`src/rtl/uc_fsm_multicycle_if.sv`:
```
// Control bundle between the instruction register / datapath and the multicycle controller.
// master = controller (consumes Op/Funct/MemReady, drives strobes); slave = datapath side.
interface uc_fsm_multicycle_if #(
  parameter int ALUC_W = 3
) ();
  logic [5:0]        Op;
  logic [5:0]        Funct;
  logic              MemReady;

  logic              PCWrite;
  logic              BranchEq;
  logic              BranchNeq;
  logic              IorD;
  logic              MemWrite;
  logic              MemRead;
  logic              IRWrite;
  logic              RegDst;
  logic              MemtoReg;
  logic              RegWrite;
  logic              ALUSrcA;
  logic              PCSrc;
  logic              Jen;
  logic              SignZero;
  logic              Link;
  logic [1:0]        ALUSrcB;
  logic [ALUC_W-1:0] ALUControl;
  logic              Illegal;
  logic [2:0]        State;

  modport master (
    input  Op, Funct, MemReady,
    output PCWrite, BranchEq, BranchNeq, IorD, MemWrite, MemRead, IRWrite,
           RegDst, MemtoReg, RegWrite, ALUSrcA, PCSrc, Jen, SignZero, Link,
           ALUSrcB, ALUControl, Illegal, State
  );

  modport slave (
    output Op, Funct, MemReady,
    input  PCWrite, BranchEq, BranchNeq, IorD, MemWrite, MemRead, IRWrite,
           RegDst, MemtoReg, RegWrite, ALUSrcA, PCSrc, Jen, SignZero, Link,
           ALUSrcB, ALUControl, Illegal, State
  );
endinterface

```
`src/rtl/uc_fsm_multicycle.sv`:
```
// Multicycle MIPS control FSM (IF/ID/EX/MA/WB + illegal-instruction TRAP); outputs are combinational
// from state and IR fields. CPI 2..5; IF and MA stall while MemReady is low (when USE_MEM_READY=1).
module uc_fsm_multicycle #(
  parameter int ALUC_W        = 3,
  parameter bit USE_MEM_READY = 1'b1,
  parameter bit TRAP_HALT     = 1'b1
) (
  input  logic                   CLK,
  input  logic                   CLR,
  uc_fsm_multicycle_if.master    bus
);

  typedef enum logic [2:0] {
    S_IF   = 3'd0,
    S_ID   = 3'd1,
    S_EX   = 3'd2,
    S_MA   = 3'd3,
    S_WB   = 3'd4,
    S_TRAP = 3'd5
  } state_t;

  localparam logic [5:0] OP_R    = 6'h00;
  localparam logic [5:0] OP_J    = 6'h02;
  localparam logic [5:0] OP_JAL  = 6'h03;
  localparam logic [5:0] OP_BEQ  = 6'h04;
  localparam logic [5:0] OP_BNE  = 6'h05;
  localparam logic [5:0] OP_ADDI = 6'h08;
  localparam logic [5:0] OP_SLTI = 6'h0A;
  localparam logic [5:0] OP_ANDI = 6'h0C;
  localparam logic [5:0] OP_ORI  = 6'h0D;
  localparam logic [5:0] OP_LW   = 6'h23;
  localparam logic [5:0] OP_SW   = 6'h2B;

  localparam logic [5:0] F_JR    = 6'h08;
  localparam logic [5:0] F_ADD   = 6'h20;
  localparam logic [5:0] F_ADDU  = 6'h21;
  localparam logic [5:0] F_SUB   = 6'h22;
  localparam logic [5:0] F_SUBU  = 6'h23;
  localparam logic [5:0] F_AND   = 6'h24;
  localparam logic [5:0] F_OR    = 6'h25;
  localparam logic [5:0] F_NOR   = 6'h27;
  localparam logic [5:0] F_SLT   = 6'h2A;

  localparam logic [2:0] ALU_AND = 3'b000;
  localparam logic [2:0] ALU_OR  = 3'b001;
  localparam logic [2:0] ALU_ADD = 3'b010;
  localparam logic [2:0] ALU_NOR = 3'b100;
  localparam logic [2:0] ALU_SUB = 3'b110;
  localparam logic [2:0] ALU_SLT = 3'b111;

  state_t r_state;
  state_t w_next;

  logic       w_mem_rdy;
  logic       w_is_r;
  logic       w_is_jr;
  logic       w_op_ok;
  logic       w_funct_ok;
  logic       w_legal;
  logic [2:0] w_alu_r;

  logic       w_pcwrite, w_brancheq, w_branchneq, w_iord, w_memwrite, w_memread;
  logic       w_irwrite, w_regdst, w_memtoreg, w_regwrite, w_alusrca, w_pcsrc;
  logic       w_jen, w_signzero, w_link, w_illegal;
  logic [1:0] w_alusrcb;
  logic [2:0] w_aluc;

  assign w_mem_rdy = USE_MEM_READY ? bus.MemReady : 1'b1;
  assign w_is_r    = (bus.Op == OP_R);
  assign w_is_jr   = w_is_r && (bus.Funct == F_JR);

  // R-type function decode; jr routes rs through OR with rt=$0.
  always_comb begin
    w_alu_r    = ALU_AND;
    w_funct_ok = 1'b1;
    case (bus.Funct)
      F_ADD, F_ADDU: w_alu_r = ALU_ADD;
      F_SUB, F_SUBU: w_alu_r = ALU_SUB;
      F_AND:         w_alu_r = ALU_AND;
      F_OR:          w_alu_r = ALU_OR;
      F_NOR:         w_alu_r = ALU_NOR;
      F_SLT:         w_alu_r = ALU_SLT;
      F_JR:          w_alu_r = ALU_OR;
      default:       w_funct_ok = 1'b0;
    endcase
  end

  always_comb begin
    case (bus.Op)
      OP_R, OP_J, OP_JAL, OP_BEQ, OP_BNE, OP_ADDI, OP_SLTI,
      OP_ANDI, OP_ORI, OP_LW, OP_SW: w_op_ok = 1'b1;
      default:                       w_op_ok = 1'b0;
    endcase
  end

  assign w_legal = w_op_ok && (!w_is_r || w_funct_ok);

  always_ff @(posedge CLK) begin
    if (!CLR) begin
      r_state <= S_IF;
    end else begin
      r_state <= w_next;
    end
  end

  always_comb begin
    w_next      = S_TRAP;
    w_pcwrite   = 1'b0;
    w_brancheq  = 1'b0;
    w_branchneq = 1'b0;
    w_iord      = 1'b0;
    w_memwrite  = 1'b0;
    w_memread   = 1'b0;
    w_irwrite   = 1'b0;
    w_regdst    = 1'b0;
    w_memtoreg  = 1'b0;
    w_regwrite  = 1'b0;
    w_alusrca   = 1'b0;
    w_pcsrc     = 1'b0;
    w_jen       = 1'b0;
    w_signzero  = 1'b0;
    w_link      = 1'b0;
    w_illegal   = 1'b0;
    w_alusrcb   = 2'b00;
    w_aluc      = ALU_AND;

    case (r_state)
      S_IF: begin
        w_memread = 1'b1;
        w_alusrcb = 2'b01;
        w_aluc    = ALU_ADD;
        w_irwrite = w_mem_rdy;
        w_pcwrite = w_mem_rdy;
        w_next    = w_mem_rdy ? S_ID : S_IF;
      end

      S_ID: begin
        // Branch target precomputed into ALUOut regardless of opcode.
        w_alusrcb = 2'b11;
        w_aluc    = ALU_ADD;
        if (bus.Op == OP_J) begin
          w_pcwrite = 1'b1;
          w_jen     = 1'b1;
          w_next    = S_IF;
        end else if (bus.Op == OP_JAL) begin
          w_pcwrite  = 1'b1;
          w_jen      = 1'b1;
          w_link     = 1'b1;
          w_regwrite = 1'b1;
          w_next     = S_IF;
        end else if (!w_legal) begin
          w_next = S_TRAP;
        end else begin
          w_next = S_EX;
        end
      end

      S_EX: begin
        w_alusrca = 1'b1;
        if (w_is_r) begin
          w_alusrcb = 2'b00;
          w_aluc    = w_alu_r;
          if (w_is_jr) begin
            w_pcwrite = 1'b1;
            w_next    = S_IF;
          end else begin
            w_next = w_funct_ok ? S_WB : S_TRAP;
          end
        end else begin
          case (bus.Op)
            OP_ADDI: begin w_alusrcb = 2'b10; w_aluc = ALU_ADD; w_next = S_WB; end
            OP_SLTI: begin w_alusrcb = 2'b10; w_aluc = ALU_SLT; w_next = S_WB; end
            OP_ANDI: begin w_alusrcb = 2'b10; w_aluc = ALU_AND; w_signzero = 1'b1; w_next = S_WB; end
            OP_ORI:  begin w_alusrcb = 2'b10; w_aluc = ALU_OR;  w_signzero = 1'b1; w_next = S_WB; end
            OP_LW, OP_SW: begin
              w_alusrcb = 2'b10;
              w_aluc    = ALU_ADD;
              w_next    = S_MA;
            end
            OP_BEQ, OP_BNE: begin
              w_alusrcb   = 2'b00;
              w_aluc      = ALU_SUB;
              w_pcsrc     = 1'b1;
              w_brancheq  = (bus.Op == OP_BEQ);
              w_branchneq = (bus.Op == OP_BNE);
              w_next      = S_IF;
            end
            default: w_next = S_TRAP;
          endcase
        end
      end

      S_MA: begin
        w_iord = 1'b1;
        if (bus.Op == OP_LW) begin
          w_memread = 1'b1;
          w_next    = w_mem_rdy ? S_WB : S_MA;
        end else if (bus.Op == OP_SW) begin
          w_memwrite = 1'b1;
          w_next     = w_mem_rdy ? S_IF : S_MA;
        end else begin
          w_next = S_TRAP;
        end
      end

      S_WB: begin
        w_regwrite = 1'b1;
        w_regdst   = w_is_r;
        w_memtoreg = (bus.Op == OP_LW);
        w_next     = S_IF;
      end

      S_TRAP: begin
        w_illegal = 1'b1;
        w_next    = TRAP_HALT ? S_TRAP : S_IF;
      end

      default: w_next = S_TRAP;
    endcase
  end

  assign bus.PCWrite    = w_pcwrite;
  assign bus.BranchEq   = w_brancheq;
  assign bus.BranchNeq  = w_branchneq;
  assign bus.IorD       = w_iord;
  assign bus.MemWrite   = w_memwrite;
  assign bus.MemRead    = w_memread;
  assign bus.IRWrite    = w_irwrite;
  assign bus.RegDst     = w_regdst;
  assign bus.MemtoReg   = w_memtoreg;
  assign bus.RegWrite   = w_regwrite;
  assign bus.ALUSrcA    = w_alusrca;
  assign bus.PCSrc      = w_pcsrc;
  assign bus.Jen        = w_jen;
  assign bus.SignZero   = w_signzero;
  assign bus.Link       = w_link;
  assign bus.ALUSrcB    = w_alusrcb;
  assign bus.ALUControl = ALUC_W'(w_aluc);
  assign bus.Illegal    = w_illegal;
  assign bus.State      = r_state;

endmodule

```
`src/flat_wrapper.sv`:
```
// flat-port wrapper written by rule: the top's interface ports become plain ports
module uc_fsm_multicycle_flat 
#(
  parameter int ALUC_W        = 3,
  parameter bit USE_MEM_READY = 1'b1,
  parameter bit TRAP_HALT     = 1'b1
)
  (CLK, CLR, bus_Op, bus_Funct, bus_MemReady, bus_PCWrite, bus_BranchEq, bus_BranchNeq, bus_IorD, bus_MemWrite, bus_MemRead, bus_IRWrite, bus_RegDst, bus_MemtoReg, bus_RegWrite, bus_ALUSrcA, bus_PCSrc, bus_Jen, bus_SignZero, bus_Link, bus_ALUSrcB, bus_ALUControl, bus_Illegal, bus_State);
  uc_fsm_multicycle_if #(.ALUC_W(ALUC_W)) bus_i ();
  input  logic CLK;
  input  logic CLR;
  input wire logic [$bits(bus_i.Op)-1:0] bus_Op;
  input wire logic [$bits(bus_i.Funct)-1:0] bus_Funct;
  input wire logic [$bits(bus_i.MemReady)-1:0] bus_MemReady;
  output wire logic [$bits(bus_i.PCWrite)-1:0] bus_PCWrite;
  output wire logic [$bits(bus_i.BranchEq)-1:0] bus_BranchEq;
  output wire logic [$bits(bus_i.BranchNeq)-1:0] bus_BranchNeq;
  output wire logic [$bits(bus_i.IorD)-1:0] bus_IorD;
  output wire logic [$bits(bus_i.MemWrite)-1:0] bus_MemWrite;
  output wire logic [$bits(bus_i.MemRead)-1:0] bus_MemRead;
  output wire logic [$bits(bus_i.IRWrite)-1:0] bus_IRWrite;
  output wire logic [$bits(bus_i.RegDst)-1:0] bus_RegDst;
  output wire logic [$bits(bus_i.MemtoReg)-1:0] bus_MemtoReg;
  output wire logic [$bits(bus_i.RegWrite)-1:0] bus_RegWrite;
  output wire logic [$bits(bus_i.ALUSrcA)-1:0] bus_ALUSrcA;
  output wire logic [$bits(bus_i.PCSrc)-1:0] bus_PCSrc;
  output wire logic [$bits(bus_i.Jen)-1:0] bus_Jen;
  output wire logic [$bits(bus_i.SignZero)-1:0] bus_SignZero;
  output wire logic [$bits(bus_i.Link)-1:0] bus_Link;
  output wire logic [$bits(bus_i.ALUSrcB)-1:0] bus_ALUSrcB;
  output wire logic [$bits(bus_i.ALUControl)-1:0] bus_ALUControl;
  output wire logic [$bits(bus_i.Illegal)-1:0] bus_Illegal;
  output wire logic [$bits(bus_i.State)-1:0] bus_State;
  assign bus_i.Op = bus_Op;
  assign bus_i.Funct = bus_Funct;
  assign bus_i.MemReady = bus_MemReady;
  assign bus_PCWrite = bus_i.PCWrite;
  assign bus_BranchEq = bus_i.BranchEq;
  assign bus_BranchNeq = bus_i.BranchNeq;
  assign bus_IorD = bus_i.IorD;
  assign bus_MemWrite = bus_i.MemWrite;
  assign bus_MemRead = bus_i.MemRead;
  assign bus_IRWrite = bus_i.IRWrite;
  assign bus_RegDst = bus_i.RegDst;
  assign bus_MemtoReg = bus_i.MemtoReg;
  assign bus_RegWrite = bus_i.RegWrite;
  assign bus_ALUSrcA = bus_i.ALUSrcA;
  assign bus_PCSrc = bus_i.PCSrc;
  assign bus_Jen = bus_i.Jen;
  assign bus_SignZero = bus_i.SignZero;
  assign bus_Link = bus_i.Link;
  assign bus_ALUSrcB = bus_i.ALUSrcB;
  assign bus_ALUControl = bus_i.ALUControl;
  assign bus_Illegal = bus_i.Illegal;
  assign bus_State = bus_i.State;
  uc_fsm_multicycle #(.ALUC_W(ALUC_W), .USE_MEM_READY(USE_MEM_READY), .TRAP_HALT(TRAP_HALT)) u_core (.CLK(CLK), .CLR(CLR), .bus(bus_i));
endmodule
```
`config.mk`:
```
export PLATFORM = sky130hd
export DESIGN_NAME = uc_fsm_multicycle_flat
export DESIGN_NICKNAME = d
export VERILOG_FILES = /design/src/rtl/uc_fsm_multicycle_if.sv /design/src/rtl/uc_fsm_multicycle.sv /design/src/flat_wrapper.sv
export SDC_FILE = /design/constraint.sdc
export NUM_CORES = 1
export LEC_CHECK = 0
export BUFFER_PORTS_ARGS = -buffer_cell sky130_fd_sc_hd__buf_2
export CAP_MARGIN = 20
export CORE_MARGIN = 10
export CORE_UTILIZATION = 40
export CTS_BUF_LIST = sky130_fd_sc_hd__clkbuf_4 sky130_fd_sc_hd__clkbuf_8
export DETAILED_ROUTE_END_ITERATION = 10
export GPL_TIMING_DRIVEN = 0
export PLACE_DENSITY = 0.73
export SYNTH_ARGS = -nofsm -noshare
export SYNTH_HDL_FRONTEND = slang
export SYNTH_SLANG_ARGS = --single-unit
```
`constraint.sdc`:
```
create_clock -name CLK -period 2.53 [get_ports CLK]
set_clock_uncertainty 0.1 [all_clocks]
set_input_delay 0.1265 -clock CLK [delete_from_list [all_inputs] [get_ports CLK]]
set_output_delay 0.1265 -clock CLK [all_outputs]
set_load 0.01 [all_outputs]
```
* After elaboration in Yosys (flattened, before gate mapping)
Cells that the tools add are included.
Word-level totals: flip-flop bits (word level) 3, input bits 15, output and inout port bits 24, word-level logic and storage cells 97
Operators by class: equal/unequal tests 24, multiplexer cells 54, reduce and logical (&&, ||, !) cells 18
Operators by type and width (number):
- $eq A6 B6 Y1 const B | 10
- $mux W1 | 33
- $eq A6 B4 Y1 const B | 5
- $pmux W3 S5 | 2
- $mux W3 | 9
- $reduce_or A2 Y1 | 7
- $eq A6 B2 Y1 const B | 2
- $eq A6 B3 Y1 const B | 2
- $pmux W3 S4 | 1
- $reduce_or A11 Y1 | 1
- $pmux W3 S3 | 1
- $reduce_or A9 Y1 | 1
- $eq A3 B2 Y1 const B | 2
- $eq A3 B3 Y1 const B | 2
- $logic_not A6 Y1 | 1
- $mux W2 | 3
- $pmux W2 S3 | 1
- $pmux W3 S2 | 1
- $reduce_or A6 Y1 | 1
- $pmux W1 S2 | 2
- $reduce_or A4 Y1 | 1
- $eq A3 B1 Y1 const B | 1
- $logic_not A3 Y1 | 1
- $pmux W1 S3 | 1
- other kinds (4) | 5

* Depth between registers and ports, before layout
Gate-level depths: netlist of run 1.
depth in word-level cells 9, gate-level depth with buffers 6, mapped depth without buffers 6

* Worst setup path after synthesis of run 1
Ideal clock, no wire load.
kind reg2out, start point register u_core.r_state[0], in the netlist u_core.bus.State[0], end point output bus_BranchNeq, data arrival time 1.631 ns, data required time 2.304 ns, slack 0.673 ns, cell stages (with the launch flop) 6, path buffers 0, path through dfxtp_1 -> nand2b_1 -> nor2_1 -> nand2_1 -> nor3_1 -> and2_1
Between the ends: longest elaborated chain between the ends 2
RTL lines:
- start, declared | RTL line uc_fsm_multicycle.sv:51 | state_t r_state;
- start signal, assigned | RTL line uc_fsm_multicycle.sv:102 | r_state <= w_next;
- $eq A3 B2 Y1 | RTL line uc_fsm_multicycle.sv:127 | case (r_state)
- $mux W1 | RTL line uc_fsm_multicycle.sv:127
- end, declared | RTL line flat_wrapper.sv:17 | output wire logic [$bits(bus_i.BranchNeq)-1:0] bus_BranchNeq;
No other way between the ends.

* Worst setup path after layout of run 1
Same ends and word-level chain as after synthesis.

==> results.cfg, run 1 <==
[timing]
rsz0062_at_grt = no
final_max_slew_viol_count = 0
fmax_mhz = 482
fin_setup_tns_ns = 0
final-hold-violation-count = 0
relSlewSlack = 0.537
worst_pin_slew_ns = 0.676
period_needed_ns = 2.07
post-route-period-util = 0.820
worst_hold_slack_ns = 0.0243
finalSetupViolations = 0

[power]
ir_worst_vdd_mv = 0.403
p_leak_nw = 0.421
p_per_area_nw_per_um2 = 298
p_total_mw = 0.286

[logic_synthesis]
synth_ff_type = dfxtp_1
synth_common_cells = nor2_1 (14), nand2_1 (9), nand2b_1 (7), a21oi_1 (6), nor3_1 (6)
ys_seq_area_frac = 0.0832
synth_top_family_by_area = simple AND/OR/NAND/NOR gates
synth_warnings = 0
yosys.area_share.adder = 0
synth_most_common_cell = nor2_1
synth.cell_area_um2 = 722
synth_xor_area_frac = 0.0121
synth_cell_types = 48
ys_ff_latch = 3
synth_area_leaders = dfxtp_1 (8.3%), nor2_1 (7.3%), nand2b_1 (6.1%)
async_flop_share = 0
synth.area.mux_share = 0
synth_top_area_frac = 0.0832
postSynthAreaPerCell_um2 = 6.50
synth_compound_area_frac = 0.359
synth_nets = 126
yosysTopAreaCell = dfxtp_1
syn_inst = 111
synth-simple-area-share = 0.480
synth_edf_count = 0

[setup_path]
critPathKind = flip-flop to output pin
r2r-end = u_core.bus.State[0]
crit_chain = nand2b_1, nor2_1, nand2_1, nor3_1, and2_1, buf_2
r2r-start = u_core.bus.State[1]
required_ns = 2.30
worst_setup_path_end_kind = output pin
cp-startpoint = u_core.bus.State[0]
slowest_delay_ns = 0.37
cp_max_fo = 9
crit_slowest_cell = dfxtp_1
r2r_cells = 6
critPathArrivalTime_ns = 1.85
start_kind = flip-flop
reg2reg_slack_ns = 0.85

[global_route]
overflow = 0
grt.total_usage = 0.122
antenna_found_initial = 0
grt_pass1_vias = 934
grt_first_pass_wirelength_um = 4100
grt_max_degree = 11

[clocking]
clock_sink_count = 3
clk_latency_ns = 0.25
clkTransAtPathRegs_ns = 0.05
hold_buffers = 0
clockBufferDepth = 2
root_buffer = clkbuf_4
cts_resized = 0
htreeDepth = 1
numCtsBuffers = 3
cts_setup_buffers = 0
cts_tree = built

[die]
initial_core_util = 0.418
fp.coreArea_um2 = 1730
die_h_um = 62.5
ios = 39
die_w_um = 62.5
die-area_um2 = 3900
placementRows = 15

[routing]
drt_iter0_drc = 29
vias_per_cell = 5.75
vias = 1006
wl_per_cell_um = 14.4
drtPass1Iterations = 4
drtAntennaViolNets = 0
wirelength_um = 2520
drcViolationCount = 0

[flow_run]
maxCapViolCount = 0

[min_path]
min_path_type = input pin to flip-flop
holdPathStages = 3
min_to = u_core.bus.State[1]
worstHoldStart = CLR

[layout]
syn_to_final_growth_pct = 32.8
drive_gt1_frac = 0.340
diodes = 0
fin_nets = 166
largest_reg_flops = 3

[placement]
post-dp-hpwl_um = 2050
numPortBuffers = 35
gp_congestion = 0.883

[status]
status = completed
[area by class of cell]
class	instances	area, µm²
Buffer	6	25.0
Clock buffer	4	30.0
Inverter	6	22.5
Fill cell	193	768
Timing Repair Buffer	35	175
Sequential cell	3	60.1
Tap cell	25	31.3
Multi-Input combinational cell	96	614
[per-layer routing]
metal | wire, µm | global-route usage | part of all wire
met1 | 1010 | 0.128 | 0.40
met2 | 1280 | 0.218 | 0.51
met3 | 195 | 0.0430 | 0.077
met4 | 29 | 0.0419 | 0.012
met5 | 0 | 0 | 0
[how the worst max path moves through the flow]
stage          cells past startpoint             endpoint
2_1_floorplan                      5        bus_BranchNeq
3_3_place_gp                       6  u_core.bus.State[0]
3_5_place_dp                       6  u_core.bus.State[0]
4_1_cts                            6        bus_BranchNeq
5_1_grt                            6        bus_BranchNeq
6_report                           6        bus_BranchNeq
[report_power, final]
group / switching [mW] / internal [mW] / total, mW
clock: 0.0322 / 0.0702 / 0.102
combinational: 0.0756 / 0.0511 / 0.127
sequential: 0.00583 / 0.0509 / 0.0568
total: 0.114 / 0.172 / 0.286
[cell usage in the layout, fill, tap and decap left out, drive strengths merged, types with 3 or more instances in the layout]
master	count
clkbuf	8
nor3	6
nor2b	5
nand2	9
dfxtp	3
nand2b	7
o21ai	4
inv	6
nand4	3
a21oi	6
nor2	15
buf	37
[cell families (layout without fill, tap and decap cells)]
| logic type | after synthesis | in the layout |
|---|---|---|
| AO/OA/AOI/OAI | 33 | 33 |
| buffers and inverters | 12 | 51 |
| AND/OR/NAND/NOR | 62 | 62 |
| flip-flops | 3 | 3 |
| XOR/XNOR | 1 | 1 |
[through the flow]
| stage | utilization | setup slack (ns) | std cells | area (µm²) |
|---|---|---|---|---|
| finish | 0.555 | 0.456 | 175 | 958 |
| global route | 0.555 | 0.300 | 175 | 958 |
| CTS | 0.555 | 0.449 | 175 | 958 |
| detailed placement | 0.538 | 0.666 | 171 | 928 |
| global placement | 0.538 | 0.702 | 171 | 928 |
| floorplan | - | 0.673 | 111 | 722 |
[worst max-delay path: cells and delay by family, from the launching register on]
family	cells	cell delay, ns
flops	1	0.37
buf+inv	1	0.12
simple gates	5	1.12
(Power assumes the default switching activity.)
==> inputs of run 2 (changes only) <==
- ABC_AREA: default -> 1
- PLACE_DENSITY: 0.73 -> 0.77
- clock period: 2.53 -> 1.75 ns (I/O delays scaled with it)
==> run 2 against run 1 <==
Against the previous run: sequential power is 54% higher; largest power group unchanged; highest routed layer unchanged; clock-buffer cell count stayed put; critical path depth is 2 higher; largest cell class unchanged.
==> results.cfg, run 2 <==
[logic_synthesis]
ys_seq_area_frac = 0.0894
synth_cell_types = 19
synth_common_cells = nor2_1 (30), inv_1 (29), nand2_1 (19), nand3_1 (16), o21ai_0 (9)
synth_top_area_frac = 0.168
syn_inst = 135
synth_area_leaders = nor2_1 (17%), inv_1 (16%), nand3_1 (12%)
synth_nets = 150
synth_edf_count = 0
ys_ff_latch = 3
async_flop_share = 0
yosysTopAreaCell = nor2_1
synth.cell_area_um2 = 672
synth_warnings = 0
synth_most_common_cell = nor2_1
postSynthAreaPerCell_um2 = 4.98
synth_ff_type = dfxtp_1

[global_route]
grt_pass1_vias = 883
use_met1 = 0.145
overflow = 0
grt_first_pass_wirelength_um = 3640
top_usage_layer = met2
grt_util_met2 = 0.210
antenna_found_initial = 0
grt.total_usage = 0.118
grt_max_degree = 9
gr-usage-met3 = 0.0146

[status]
status = completed

[clocking]
clockBufferDepth = 2
clkTransAtPathRegs_ns = 0.04
htreeDepth = 1
numCtsBuffers = 3
clock_sink_count = 3
hold_buffers = 0
cts_tree = built
cts_setup_buffers = 0
clk_latency_ns = 0.23
root_buffer = clkbuf_4

[setup_path]
crit_chain = inv_2, nand2_4, nor2_4, inv_1, nor2_2, inv_1, o21ai_1, buf_2
critPathKind = flip-flop to output pin
critPathArrivalTime_ns = 1.45
cp_num_buf_inv = 4
r2r_cells = 11
crit_top_cell = inv_1
path_delay_family = buffers and inverters
required_ns = 1.56
r2r-end = u_core.bus.State[0]
start_kind = flip-flop
worst_setup_path_end_kind = output pin
crit_slowest_cell = dfxtp_1
r2r-start = u_core.bus.State[1]
slowest_delay_ns = 0.34
cp_max_fo = 5
reg2reg_slack_ns = 0.33

[layout]
diodes = 0
utilization = 0.613
final_cell_mix = buf_2 (38), nor2_1 (28), inv_1 (27), nand2_1 (18), nand3_1 (15)
fin_cells = 193
drive_gt1_frac = 0.333
largest_reg_flops = 3
fin_nets = 193
layout_commonest_cell = buf_2
syn_to_final_growth_pct = 40.6

[placement]
numPortBuffers = 38
gp_congestion = 0.797
dp_slack_ns = 0.183
dp_cells = 189
post-dp-hpwl_um = 1940

[power]
p_per_area_nw_per_um2 = 458
swShare = 0.411
p_seq_frac = 0.202
ir_worst_vdd_mv = 0.242
p_switching_mw = 0.178
power_frac_comb = 0.481
p_int_mw = 0.255
p_clk_frac = 0.317
p_leak_nw = 0.545

[die]
die-area_um2 = 3720
die_h_um = 61.0
placementRows = 14
ios = 39
die_w_um = 61.0
initial_core_util = 0.436
fp.coreArea_um2 = 1540

[timing]
post-route-period-util = 0.938
period_needed_ns = 1.64
final-hold-violation-count = 0
relSlewSlack = 0.694
finalSetupViolations = 0
fmax_mhz = 609
worst_pin_slew_ns = 0.455
setup_ws_ns = 0.108
final_max_slew_viol_count = 0

[routing]
drtPass1Iterations = 4
wirelength_um = 2300
vias = 982
drt_iter0_drc = 27
drcViolationCount = 0
drtAntennaViolNets = 0
vias_per_cell = 5.09
wl_per_cell_um = 11.9

[min_path]
min_to = u_core.bus.State[0]
holdPathStages = 3
min_path_type = input pin to flip-flop
worstHoldStart = CLR

[flow_run]
maxCapViolCount = 0
==> run 2: cell types whose count changed after synthesis, sizes merged, moves of 4 or more <==
cell    delta
inv       +23
nor2      +20
nand3     +14
nand2     +13
nand2b     -7
nor2b      -5
o21ai      +5
clkbuf     -4
==> run 2: final cells by class <==
type	instances	area, µm²
Fill cell	170	597
Inverter	29	109
Tap cell	16	20.0
Timing Repair Buffer	38	190
Sequential cell	3	62.6
Multi-Input combinational cell	103	533
Clock buffer	4	30.0
==> run 2: repair_timing <==
item / 4_1_cts / 5_1_grt
setup endpoints to repair: 6 / 6
resized for setup: 4 / 8
pin swaps: 0 / 0
==> run 2: power by group through the flow <==
stage | Sequential (mW) | Clock (mW) | Combinational (mW)
after floorplan | 0.0874 | 0 | 0.113
final | 0.0875 | 0.137 | 0.208
after global placement | 0.0853 | 0 | 0.190
after global routing | 0.0893 | 0.143 | 0.233
after CTS | 0.0857 | 0.141 | 0.198
after detailed placement | 0.0857 | 0 | 0.193
==> run 2: through the flow <==
step | power, mW | area, µm² | setup TNS [ns] | hold slack [ns]
global placement | 0.275 | 882 | 0 | 0.235
detailed placement | 0.279 | 882 | 0 | 0.245
global route | 0.465 | 945 | -0.0101 | 0.0266
finish | 0.433 | 945 | 0 | 0.0138
floorplan | 0.200 | 672 | 0 | 0.138
CTS | 0.425 | 922 | -0.000710 | 0.00966
==> run 2: cells by family (layout without fill, tap and decap cells) <==
logic type	after synthesis	in the layout	synth area share
DFF	3	3	0.0894
AOI/OAI and AO/OA	20	20	0.175
buffers and inverters	29	71	0.162
and+or+nand+nor	83	83	0.574
==> run 2: tightest hold or removal path, cell delays in order <==
cell and delay, ns:
buf_2 0.07, inv_1 0.05, nor2_1 0.09
==> run 2: per-layer routing <==
metal / part of all wire / wire, µm
met5: 0 / 0
met4: 0.00087 / 2
met3: 0.034 / 79
met2: 0.52 / 1200
met1: 0.44 / 1020
==> run 2: worst max-delay path by stage <==
stage | start | end | depth (start not counted)
after floorplan | u_core.bus.State[2] | bus_RegWrite | 7
after global routing | u_core.bus.State[2] | bus_ALUSrcB[1] | 8
after global placement | u_core.bus.State[0] | u_core.bus.State[1] | 7
final | u_core.bus.State[2] | bus_RegWrite | 8
after CTS | u_core.bus.State[0] | bus_RegWrite | 7
after detailed placement | u_core.bus.State[2] | bus_RegWrite | 8
